$ cat config.mk
export PLATFORM = sky130hd
export DESIGN_NAME = pc_deco_flat
export DESIGN_NICKNAME = d
export VERILOG_FILES = /design/src/rtl/pc_deco_if.sv /design/src/rtl/pc_deco.sv /design/src/flat_wrapper.sv
export SDC_FILE = /design/constraint.sdc
export NUM_CORES = 1
export LEC_CHECK = 0
export ABC_CLOCK_PERIOD_IN_PS = 1450
export CORE_AREA = 2 2 39 41
export CTS_CLUSTER_DIAMETER = 100
export DETAILED_ROUTE_END_ITERATION = 10
export DIE_AREA = 0 0 41 43
export PLACE_DENSITY = 0.43
export SYNTH_ARGS = -nofsm -noshare
export SYNTH_HDL_FRONTEND = slang
export SYNTH_SLANG_ARGS = --single-unit
$ cat constraint.sdc
create_clock -name clk -period 1.45 [get_ports clk]
set_input_delay 0.29 -clock clk [delete_from_list [all_inputs] [get_ports clk]]
set_output_delay 0.29 -clock clk [all_outputs]
set_load 0.02 [all_outputs]
$ cat src/rtl/pc_deco_if.sv
// pc_deco_if: decode-stage inputs and registered PC-select outputs of the
// next-PC source decoder. The master side is the control path that drives
// the decode inputs. The slave side is the decoder itself.
interface pc_deco_if;
    logic [1:0] BranchSel;
    logic       eq;
    logic       bgt;
    logic [1:0] JMPSel;
    logic       stall;
    logic [1:0] NextInstrSel;
    logic       flush;
    logic       illegal_jmp;

    modport master (
        output BranchSel, eq, bgt, JMPSel, stall,
        input  NextInstrSel, flush, illegal_jmp
    );

    modport slave (
        input  BranchSel, eq, bgt, JMPSel, stall,
        output NextInstrSel, flush, illegal_jmp
    );
endinterface

$ cat src/rtl/pc_deco.sv
// pc_deco: next-PC source decoder.
// Combines the jump type, the branch type and the comparison flags into the
// 2-bit PC mux select:
//   00 = PC+1, 01 = branch target, 10 = absolute jump, 11 = register jump.
// The select, the flush flag and the illegal-jump flag are registered, so
// the outputs come straight from flops one cycle after the inputs.
// A high stall freezes every register. rst is synchronous and takes
// priority over stall.
// Optional macro PC_DECO_STATS_EN adds three saturating CNT_W-bit event
// counters: branch_cnt, taken_cnt and jump_cnt.
module pc_deco #(
    parameter int CNT_W = 16
) (
    input  logic          clk,
    input  logic          rst,
    pc_deco_if.slave      bus
`ifdef PC_DECO_STATS_EN
    ,
    output logic [CNT_W-1:0] branch_cnt,
    output logic [CNT_W-1:0] taken_cnt,
    output logic [CNT_W-1:0] jump_cnt
`endif
);

    localparam logic [1:0] SEL_SEQ    = 2'b00;
    localparam logic [1:0] SEL_BRANCH = 2'b01;
    localparam logic [1:0] SEL_JABS   = 2'b10;
    localparam logic [1:0] SEL_JREG   = 2'b11;

    localparam logic [1:0] JMP_NONE = 2'b00;
    localparam logic [1:0] JMP_ABS  = 2'b01;
    localparam logic [1:0] JMP_REG  = 2'b10;
    localparam logic [1:0] JMP_RSVD = 2'b11;

    localparam logic [1:0] BR_NONE = 2'b00;
    localparam logic [1:0] BR_EQ   = 2'b01;
    localparam logic [1:0] BR_GT   = 2'b10;
    localparam logic [1:0] BR_NE   = 2'b11;

    // A zero-width counter would make no sense, even when the stats are disabled.
    if (CNT_W < 1) begin : g_bad_cnt_w
        $error("pc_deco: CNT_W must be at least 1");
    end

    logic [1:0] sel_next;
    logic       illegal_next;
    logic       branch_taken;

    logic [1:0] sel_q;
    logic       flush_q;
    logic       illegal_q;

    // Branch condition: each branch type looks only at its own flag.
    always_comb begin
        branch_taken = 1'b0;
        unique case (bus.BranchSel)
            BR_EQ:   branch_taken = bus.eq;
            BR_GT:   branch_taken = bus.bgt;
            BR_NE:   branch_taken = !bus.eq;
            BR_NONE: branch_taken = 1'b0;
            default: branch_taken = 1'b0;
        endcase
    end

    // Next-select decode. Jumps beat branches, and a reserved jump suppresses both.
    always_comb begin
        sel_next     = SEL_SEQ;
        illegal_next = 1'b0;
        unique case (bus.JMPSel)
            JMP_ABS:  sel_next = SEL_JABS;
            JMP_REG:  sel_next = SEL_JREG;
            JMP_RSVD: begin
                sel_next     = SEL_SEQ;
                illegal_next = 1'b1;
            end
            JMP_NONE: sel_next = branch_taken ? SEL_BRANCH : SEL_SEQ;
            default:  sel_next = SEL_SEQ;
        endcase
    end

    // Output registers: clear on reset, hold on stall, otherwise load the decode.
    always_ff @(posedge clk) begin
        if (rst) begin
            sel_q     <= SEL_SEQ;
            flush_q   <= 1'b0;
            illegal_q <= 1'b0;
        end else if (!bus.stall) begin
            sel_q     <= sel_next;
            flush_q   <= (sel_next != SEL_SEQ);
            illegal_q <= illegal_next;
        end
    end

    assign bus.NextInstrSel = sel_q;
    assign bus.flush        = flush_q;
    assign bus.illegal_jmp  = illegal_q;

`ifdef PC_DECO_STATS_EN
    localparam logic [CNT_W-1:0] CNT_MAX = '1;
    localparam logic [CNT_W-1:0] CNT_ONE = CNT_W'(1);

    logic branch_ev;
    logic taken_ev;
    logic jump_ev;

    // Event qualifiers. A reserved jump counts as neither a branch nor a jump.
    always_comb begin
        branch_ev = (bus.JMPSel == JMP_NONE) && (bus.BranchSel != BR_NONE);
        taken_ev  = branch_ev && (sel_next == SEL_BRANCH);
        jump_ev   = (bus.JMPSel == JMP_ABS) || (bus.JMPSel == JMP_REG);
    end

    // Saturating event counters that follow the same reset and stall rules as the select.
    always_ff @(posedge clk) begin
        if (rst) begin
            branch_cnt <= '0;
            taken_cnt  <= '0;
            jump_cnt   <= '0;
        end else if (!bus.stall) begin
            if (branch_ev && (branch_cnt != CNT_MAX)) branch_cnt <= branch_cnt + CNT_ONE;
            if (taken_ev  && (taken_cnt  != CNT_MAX)) taken_cnt  <= taken_cnt  + CNT_ONE;
            if (jump_ev   && (jump_cnt   != CNT_MAX)) jump_cnt   <= jump_cnt   + CNT_ONE;
        end
    end
`endif

endmodule

$ cat src/flat_wrapper.sv
// flat-port wrapper written by rule: the top's interface ports become plain ports
module pc_deco_flat 
#(
    parameter int CNT_W = 16
)
  (clk, rst, bus_BranchSel, bus_eq, bus_bgt, bus_JMPSel, bus_stall, bus_NextInstrSel, bus_flush, bus_illegal_jmp);
  pc_deco_if bus_i ();
  input  logic clk;
  input  logic rst;
  input wire logic [$bits(bus_i.BranchSel)-1:0] bus_BranchSel;
  input wire logic [$bits(bus_i.eq)-1:0] bus_eq;
  input wire logic [$bits(bus_i.bgt)-1:0] bus_bgt;
  input wire logic [$bits(bus_i.JMPSel)-1:0] bus_JMPSel;
  input wire logic [$bits(bus_i.stall)-1:0] bus_stall;
  output wire logic [$bits(bus_i.NextInstrSel)-1:0] bus_NextInstrSel;
  output wire logic [$bits(bus_i.flush)-1:0] bus_flush;
  output wire logic [$bits(bus_i.illegal_jmp)-1:0] bus_illegal_jmp;
  assign bus_i.BranchSel = bus_BranchSel;
  assign bus_i.eq = bus_eq;
  assign bus_i.bgt = bus_bgt;
  assign bus_i.JMPSel = bus_JMPSel;
  assign bus_i.stall = bus_stall;
  assign bus_NextInstrSel = bus_i.NextInstrSel;
  assign bus_flush = bus_i.flush;
  assign bus_illegal_jmp = bus_i.illegal_jmp;
  pc_deco #(.CNT_W(CNT_W)) u_core (.clk(clk), .rst(rst), .bus(bus_i));
endmodule
After elaboration in Yosys (flattened, before gate mapping)
Cells that the tools add are included.
{"block": "word_totals", "word_cells": 17, "regBits": 4, "output_inout_bits": 4, "input_bits": 9}
{"block": "classes", "eq_ne": 6, "n_mux": 4, "reduce_logical": 4}
{"operator": "== test 2 bit (second input constant)", "count": 4}
{"operator": "case mux 2 bit (4 select lines)", "count": 1}
{"operator": "== test 2 x 1 -> 1 bit (second input constant)", "count": 2}
{"operator": "zero test 2 bit", "count": 2}
{"operator": "case mux 1 bit (4 select lines)", "count": 1}
{"operator": "2-to-1 mux 1 bit", "count": 2}
{"operator": "nonzero test 2 bit", "count": 1}
{"operator": "zero test 1 bit", "count": 1}

Longest topological paths before layout
Gate-level depths: netlist of the first run.
{"block": "logic_depth", "depth_word": 5, "ltp_mapped": 5, "ltp_nobuf": 5}

Worst setup path before layout of the first run
OpenSTA, ideal clock, no wires.
{"block": "synth_path", "path_kind": "in2reg", "startpoint": "input bus_JMPSel[0]", "endpoint": "register u_core.sel_q[0] (netlist: u_core.bus.NextInstrSel[0])", "t_arrival_ns": 1.085, "slack_ns": 0.234, "setup_time_ns": 0.131, "path_stages": 5, "required_ns": 1.319, "path_buffers": 0, "path_cell_list": "inv_1 ha_1 and4b_1 a311oi_2 o22ai_1"}
{"block": "synth_via", "elab_chain_len": 2, "elab_cells_between_ends": 5, "cone_classes": "3 x eq/ne; 1 x mux; 1 x reduce/logical"}
{"item": "start: declaration", "line_no": "flat_wrapper.sv:13", "rtl": "input wire logic [$bits(bus_i.JMPSel)-1:0] bus_JMPSel;"}
{"item": "== test 2 bit (tied with other cells)", "line_no": "pc_deco.sv:69", "rtl": "unique case (bus.JMPSel)"}
{"item": "case mux 2 bit (4 select lines) (*)", "line_no": "pc_deco.sv:69"}
{"item": "end signal: assignment", "line_no": "pc_deco.sv:88", "rtl": "sel_q <= sel_next;"}
{"item": "end: declaration", "line_no": "pc_deco.sv:49", "rtl": "logic [1:0] sel_q;"}
Every way passes the cells marked *; elsewhere a longest branch is shown, timed or not.
A chain may end at the register's enable or synchronous reset.

Final worst setup path of the first run
{"block": "layout_path", "startpoint": "input bus_BranchSel[0]", "endpoint": "register u_core.sel_q[0] (netlist: u_core.bus.NextInstrSel[0])"}
{"block": "layout_via", "elab_chain_len": 4, "elab_cells_between_ends": 7, "cone_classes": "3 x eq/ne; 3 x mux; 1 x reduce/logical"}
{"item": "start: declaration", "line_no": "flat_wrapper.sv:10", "rtl": "input wire logic [$bits(bus_i.BranchSel)-1:0] bus_BranchSel;"}
{"item": "== test 2 bit (tied with other cells)", "line_no": "pc_deco.sv:56", "rtl": "unique case (bus.BranchSel)"}
{"item": "case mux 1 bit (4 select lines) (*)", "line_no": "pc_deco.sv:56"}
{"item": "2-to-1 mux 1 bit (*)", "line_no": "pc_deco.sv:76", "rtl": "JMP_NONE: sel_next = branch_taken ? SEL_BRANCH : SEL_SEQ;"}
{"item": "case mux 2 bit (4 select lines) (*)", "line_no": "pc_deco.sv:69"}
Marks and branches as above.

==> impl_metrics.env, run 1 <==
export IMPL_status="finished, final reports clean"
export IMPL_grt_use_total_pct=6.41
export IMPL_boundaryPins=13
export IMPL_grt_pass1_wl_um=696
export IMPL_final_setup_skew_ns=0
export IMPL_tightestPinTransition_ns=0.267
export IMPL_cts_tree="done"
export IMPL_drt_total_wl_um=511
export IMPL_crit_slowest_cell="clkdlybuf4s50_1"
export IMPL_h_tree_depth=1
export IMPL_hold_path_class="flop to flop"
export IMPL_ys_seq_area_share_pct=34.4
export IMPL_maxSlewHeadroom_pct=82.2
export IMPL_gp_congestion=0.680
export IMPL_period_share_pct=87.4
export IMPL_synth_simple_area_share_pct=16.1
export IMPL_cp_top_family="buffers and inverters"
export IMPL_cts_reportedPaths_clkPinSlew_ns=0.04
export IMPL_synth_ff_type="dfxtp_1"
export IMPL_postSynthAreaPerCell_um2=9.70
export IMPL_drc_errors=0
export IMPL_fin_setup_tns_ns=0
export IMPL_fill_cells=144
export IMPL_synth_top_family_by_area="adder cells"
export IMPL_netlist_area_um2=233
export IMPL_final_hold_violation_count=0
export IMPL_cts_buffer_depth=2
export IMPL_stdcell_count=61
export IMPL_period_needed_ns=1.27
export IMPL_critical_path_class="input port to flop"
export IMPL_io_buffers=12
export IMPL_cp_start_kind="input port"
export IMPL_fmax_mhz=789
export IMPL_core_um2=1380
export IMPL_fp_dieArea_um2=1760
export IMPL_vias=250
export IMPL_dp_cells=58
export IMPL_ys_types=15
export IMPL_root_buffer="clkbuf_4"
export IMPL_syn_inst=24
export IMPL_post_cts_setup_buffers=0
export IMPL_yosysWarnings=0
export IMPL_synth_top_area_cell="dfxtp_1"
export IMPL_ys_ff_latch=4
export IMPL_row_count=14
export IMPL_gr_total_overflow=0
export IMPL_cts_buffers=3
export IMPL_place_ws_ns=-0.340
export IMPL_synth_edf_count=0
export IMPL_critPathArrivalTime_ns=1.38
export IMPL_slew_viol_final=0
export IMPL_drive_gt1_share_pct=33.3
export IMPL_synth_fa_ha_area_share_pct=21.5
export IMPL_cpPeakStageDelay_ns=0.48
export IMPL_finish_utilization_pct=32.8
export IMPL_cp_cell_sequence="clkdlybuf4s50_1 > and4b_1 > a311oi_2 > o22ai_2"
export IMPL_rsz0062_at_grt="no"
export IMPL_path_buf_inv=1
export IMPL_hold_buffers=0
export IMPL_firstDrtPassIters=1
export IMPL_wl_per_cell_um=8.38
export IMPL_post_drt_via_cell_ratio=4.10
export IMPL_initial_core_util_pct=16.8
export IMPL_num_nets_final=60
export IMPL_cp_required_ns=1.56
export IMPL_netlist_area_leader_share_pct=34.4
export IMPL_setup_slack_ns=0.183
export IMPL_p_leak_nw=0.231
export IMPL_critPathMaxFanout=2
export IMPL_die_y_um=43
export IMPL_drt_iter0_markers=0
export IMPL_ir_worst_vdd_mv=0.142
export IMPL_die_w_um=41
export IMPL_clkSinkCount=4
export IMPL_r2r_slack_ns=0.79
export IMPL_insertion_delay_ns=0.24
export IMPL_end_kind="flop"
export IMPL_ant_nets=0
export IMPL_n_antenna_cell=0
export IMPL_grt_pass1_vias=223
export IMPL_ys_top_cells_by_count="4 x dfxtp_1, 4 x ha_1, 3 x nand2_1, 2 x inv_1"
export IMPL_synth_xor_area_share_pct=3.76
export IMPL_synth_compound_area_share_pct=16.7
export IMPL_synthArstFlopShare_pct=0
export IMPL_p_per_area_nw_per_um2=758
export IMPL_drv_cap=0
export IMPL_synth_area_leaders="dfxtp_1 34%, ha_1 22%, a311oi_2 6.5%"
export IMPL_syn2layout_area_growth_pct=95.2
export IMPL_dpl_hpwl_um=450
export IMPL_synth_nets=37
export IMPL_setup_viol_count_final=0
export IMPL_grt_start_max_net_pins=5
export IMPL_antenna_found_initial=0
export IMPL_holdWs_ns=0.450
export IMPL_muxShareOfSynthArea_pct=4.30
==> final cells by class <==
type                       count  area (um2)  area share (%)
inverter                       2        7.51            1.65
sequential                     4        80.1            17.6
multi-input combinational     18         159            35.0
tap                           16        20.0            4.41
timing repair buffer          18         165            36.4
clock buffer                   3        22.5            4.96
==> cells in the final DEF (no fill, tap or decap), drive strengths merged <==
cell type      count
o22ai              1
a21o               1
or3                1
nand2              3
clkbuf             3
a21oi              1
and4b              1
clkdlybuf4s50      6
o21ai              1
nand2b             1
buf                6
ha                 4
dlymetal6s2s       2
mux2i              1
dfxtp              4
a311oi             1
dlygate4sd2        4
inv                2
nor2               1
xor2               1
==> power by group <==
group	leakage [nW]	switching (mW)	internal (mW)
Clock	0.0138	0.0442	0.0924
Sequential	0.0329	0.00297	0.118
Combinational	0.184	0.0362	0.0507
==> final timing paths <==
check,cells past startpoint,startpoint,endpoint
max,4,bus_BranchSel[0],u_core.bus.NextInstrSel[0]$_SDFFE_PP0N_
min reg2reg,2,u_core.bus.NextInstrSel[1]$_SDFFE_PP0N_,u_core.bus.NextInstrSel[1]$_SDFFE_PP0N_
max reg2reg,3,u_core.bus.flush$_SDFFE_PP0N_,u_core.bus.flush$_SDFFE_PP0N_
min,2,u_core.bus.NextInstrSel[1]$_SDFFE_PP0N_,u_core.bus.NextInstrSel[1]$_SDFFE_PP0N_
==> tightest hold or removal path: cells and delay by family (launching register included) <==
family          cells  cell delay, ns
flops               1            0.30
simple gates        1            0.06
compound gates      1            0.05
==> cells by family (layout without fill, tap and decap cells) <==
| kind of cell | count (synthesis) | after routing |
|---|---|---|
| AND/OR/NAND/NOR | 7 | 7 |
| AO/OA/AOI/OAI | 5 | 5 |
| adder cells (fa/ha/maj) | 4 | 4 |
| flip-flops | 4 | 4 |
| buffers and inverters | 2 | 23 |
| XOR/XNOR | 1 | 1 |
| multiplexers | 1 | 1 |
==> stage by stage <==
step	total power [mW]	instance area (um2)
floorplan	0.154	233
global placement	0.210	418
detailed placement	0.212	418
CTS	0.351	443
global route	0.363	454
finish	0.344	454
==> registers in the layout (all words and copies together), names as in the netlist <==
signal	cells
u_core.bus.NextInstrSel	2
u_core.bus.flush	1
u_core.bus.illegal_jmp	1
==> per-layer routing <==
metal	global-route usage [%]	up-vias	wire (um)
li1	-	125	-
met5	0	-	0
met3	1.57	2	62
met4	10.0	0	17
met2	9.06	15	232
met1	5.43	108	200
==> timing repair <==
action	in CTS	in global routing
setup endpoints to repair	6	2
cloned	0	0
resized for setup	6	5
pin swaps	2	3
endpoints found under the hold margin	0	0
No activity file was read; power rests on OpenSTA's default activity.
==> run 2, diff against run 1 <==
- CTS_CLUSTER_DIAMETER: 100 -> 60
==> results of run 2 <==
The final DEF is identical to that of run 1; final timing and power are the same.
==> run 3, diff against run 2 <==
- SKIP_CTS_REPAIR_TIMING: default -> 1
==> run 3 against run 2 <==
Net effect: clock power is essentially flat; sequential share of layout area shrank 0.33 points; critical path depth stayed put; design area up 1.9%; utilization up 0.63 points; die area did not move; clock skew did not move; sequential power is essentially flat; register-to-register slack barely moved; wire length up 2.3%; via count fell by 2.4%; critical path type unchanged; largest cell class unchanged.
==> impl_metrics.env, run 3 (synthesis gave the netlist of run 1 again) <==
export IMPL_antenna_found_initial=0
export IMPL_cts_tree="done"
export IMPL_rsz0062_at_grt="no"
export IMPL_final_setup_skew_ns=0
export IMPL_cts_reportedPaths_clkPinSlew_ns=0.04
export IMPL_dpl_hpwl_um=450
export IMPL_r2r_slack_ns=0.80
export IMPL_largest_reg_flops=2
export IMPL_critPathMaxFanout=2
export IMPL_period_needed_ns=1.18
export IMPL_num_nets_final=60
export IMPL_die_y_um=43
export IMPL_status="finished, final reports clean"
export IMPL_post_drt_via_cell_ratio=4.00
export IMPL_n_antenna_cell=0
export IMPL_cp_start_kind="input port"
export IMPL_hold_path_class="flop to flop"
export IMPL_stdcell_count=61
export IMPL_place_area_um2=418
export IMPL_drt_total_wl_um=523
export IMPL_critPathArrivalTime_ns=1.29
export IMPL_boundaryPins=13
export IMPL_period_share_pct=81.6
export IMPL_die_w_um=41
export IMPL_core_um2=1380
export IMPL_grt_use_total_pct=6.41
export IMPL_h_tree_depth=1
export IMPL_fill_cells=138
export IMPL_fin_area_um2=463
export IMPL_final_hold_violation_count=0
export IMPL_grt_start_max_net_pins=5
export IMPL_root_buffer="clkbuf_4"
export IMPL_critical_path_class="input port to flop"
export IMPL_io_buffers=12
export IMPL_grt_pass1_wl_um=696
export IMPL_p_leak_nw=0.278
export IMPL_gp_congestion=0.680
export IMPL_cts_buffer_depth=2
export IMPL_insertion_delay_ns=0.23
export IMPL_setup_viol_count_final=0
export IMPL_layout_common_cells="6 x clkdlybuf4s50_1, 6 x dlymetal6s2s_1, 6 x buf_4, 4 x dfxtp_1"
export IMPL_initial_core_util_pct=16.8
export IMPL_cts_buffers=3
export IMPL_dp_cells=58
export IMPL_clkSinkCount=4
export IMPL_drt_iter0_markers=0
export IMPL_vias=244
export IMPL_fp_dieArea_um2=1760
export IMPL_gr_total_overflow=0
export IMPL_firstDrtPassIters=1
export IMPL_finish_utilization_pct=33.5
export IMPL_row_count=14
export IMPL_ir_worst_vdd_mv=0.141
export IMPL_drive_gt1_share_pct=31.1
export IMPL_ant_nets=0
export IMPL_drc_errors=0
export IMPL_maxSlewHeadroom_pct=84.7
export IMPL_syn2layout_area_growth_pct=98.9
export IMPL_drv_cap=0
export IMPL_cp_required_ns=1.56
export IMPL_end_kind="flop"
export IMPL_tightestPinTransition_ns=0.229
export IMPL_wl_per_cell_um=8.57
export IMPL_fmax_mhz=845
export IMPL_slew_viol_final=0
export IMPL_p_per_area_nw_per_um2=745
export IMPL_grt_pass1_vias=223
run 3: changes by cell type in the layout (fill, tap and decap cells not counted), sizes merged:
cell | before | now
dlygate4sd2 | 4 | 0
dlymetal6s2s | 2 | 6
run 3: per-stage QoR:
stage	power, mW	hold WS [ns]	worst slack (ns)	TNS (ns)
3_5_place_dp	0.212	0.452	-0.340	-0.651
5_1_grt	0.365	0.485	0.235	0
3_3_place_gp	0.210	0.445	-0.314	-0.611
2_1_floorplan	0.154	0.359	0.234	0
6_report	0.345	0.450	0.267	0
4_1_cts	0.354	0.458	-0.0842	-0.166
run 3: worst paths after layout:
path                                                 from                                 endpoint  cells past startpoint
setup / recovery                         bus_BranchSel[1]  u_core.bus.NextInstrSel[0]$_SDFFE_PP0N_                      4
hold / removal    u_core.bus.NextInstrSel[1]$_SDFFE_PP0N_  u_core.bus.NextInstrSel[1]$_SDFFE_PP0N_                      2
setup reg to reg            u_core.bus.flush$_SDFFE_PP0N_            u_core.bus.flush$_SDFFE_PP0N_                      3
hold reg to reg   u_core.bus.NextInstrSel[1]$_SDFFE_PP0N_  u_core.bus.NextInstrSel[1]$_SDFFE_PP0N_                      2
run 3: power by group:
part / internal (mW) / total (mW) / switching [mW]
Combinational: 0.0535 / 0.0886 / 0.0351
Clock: 0.0924 / 0.135 / 0.0430
Sequential: 0.118 / 0.121 / 0.00302
run 3: per-layer routing:
metal | track usage [%] | up-vias | wire [um]
met5 | 0 | - | 0
met3 | 1.57 | 2 | 73
li1 | - | 125 | -
met1 | 5.43 | 102 | 204
met2 | 9.06 | 15 | 228
met4 | 10.0 | 0 | 17
run 3: critical path, cell delays in order:
cell             delay [ns]
clkdlybuf4s50_1        0.43
xor2_1                 0.18
a311oi_2               0.29
o22ai_1                0.10
run 3: area by class of cell:
cell class | count | area (um2) | share of cell area, %
inverter | 2 | 7.51 | 1.62
timing repair buffer | 18 | 180 | 38.9
tap | 16 | 20.0 | 4.32
clock buffer | 3 | 22.5 | 4.86
sequential | 4 | 80.1 | 17.3
multi-input combinational | 18 | 153 | 33.0
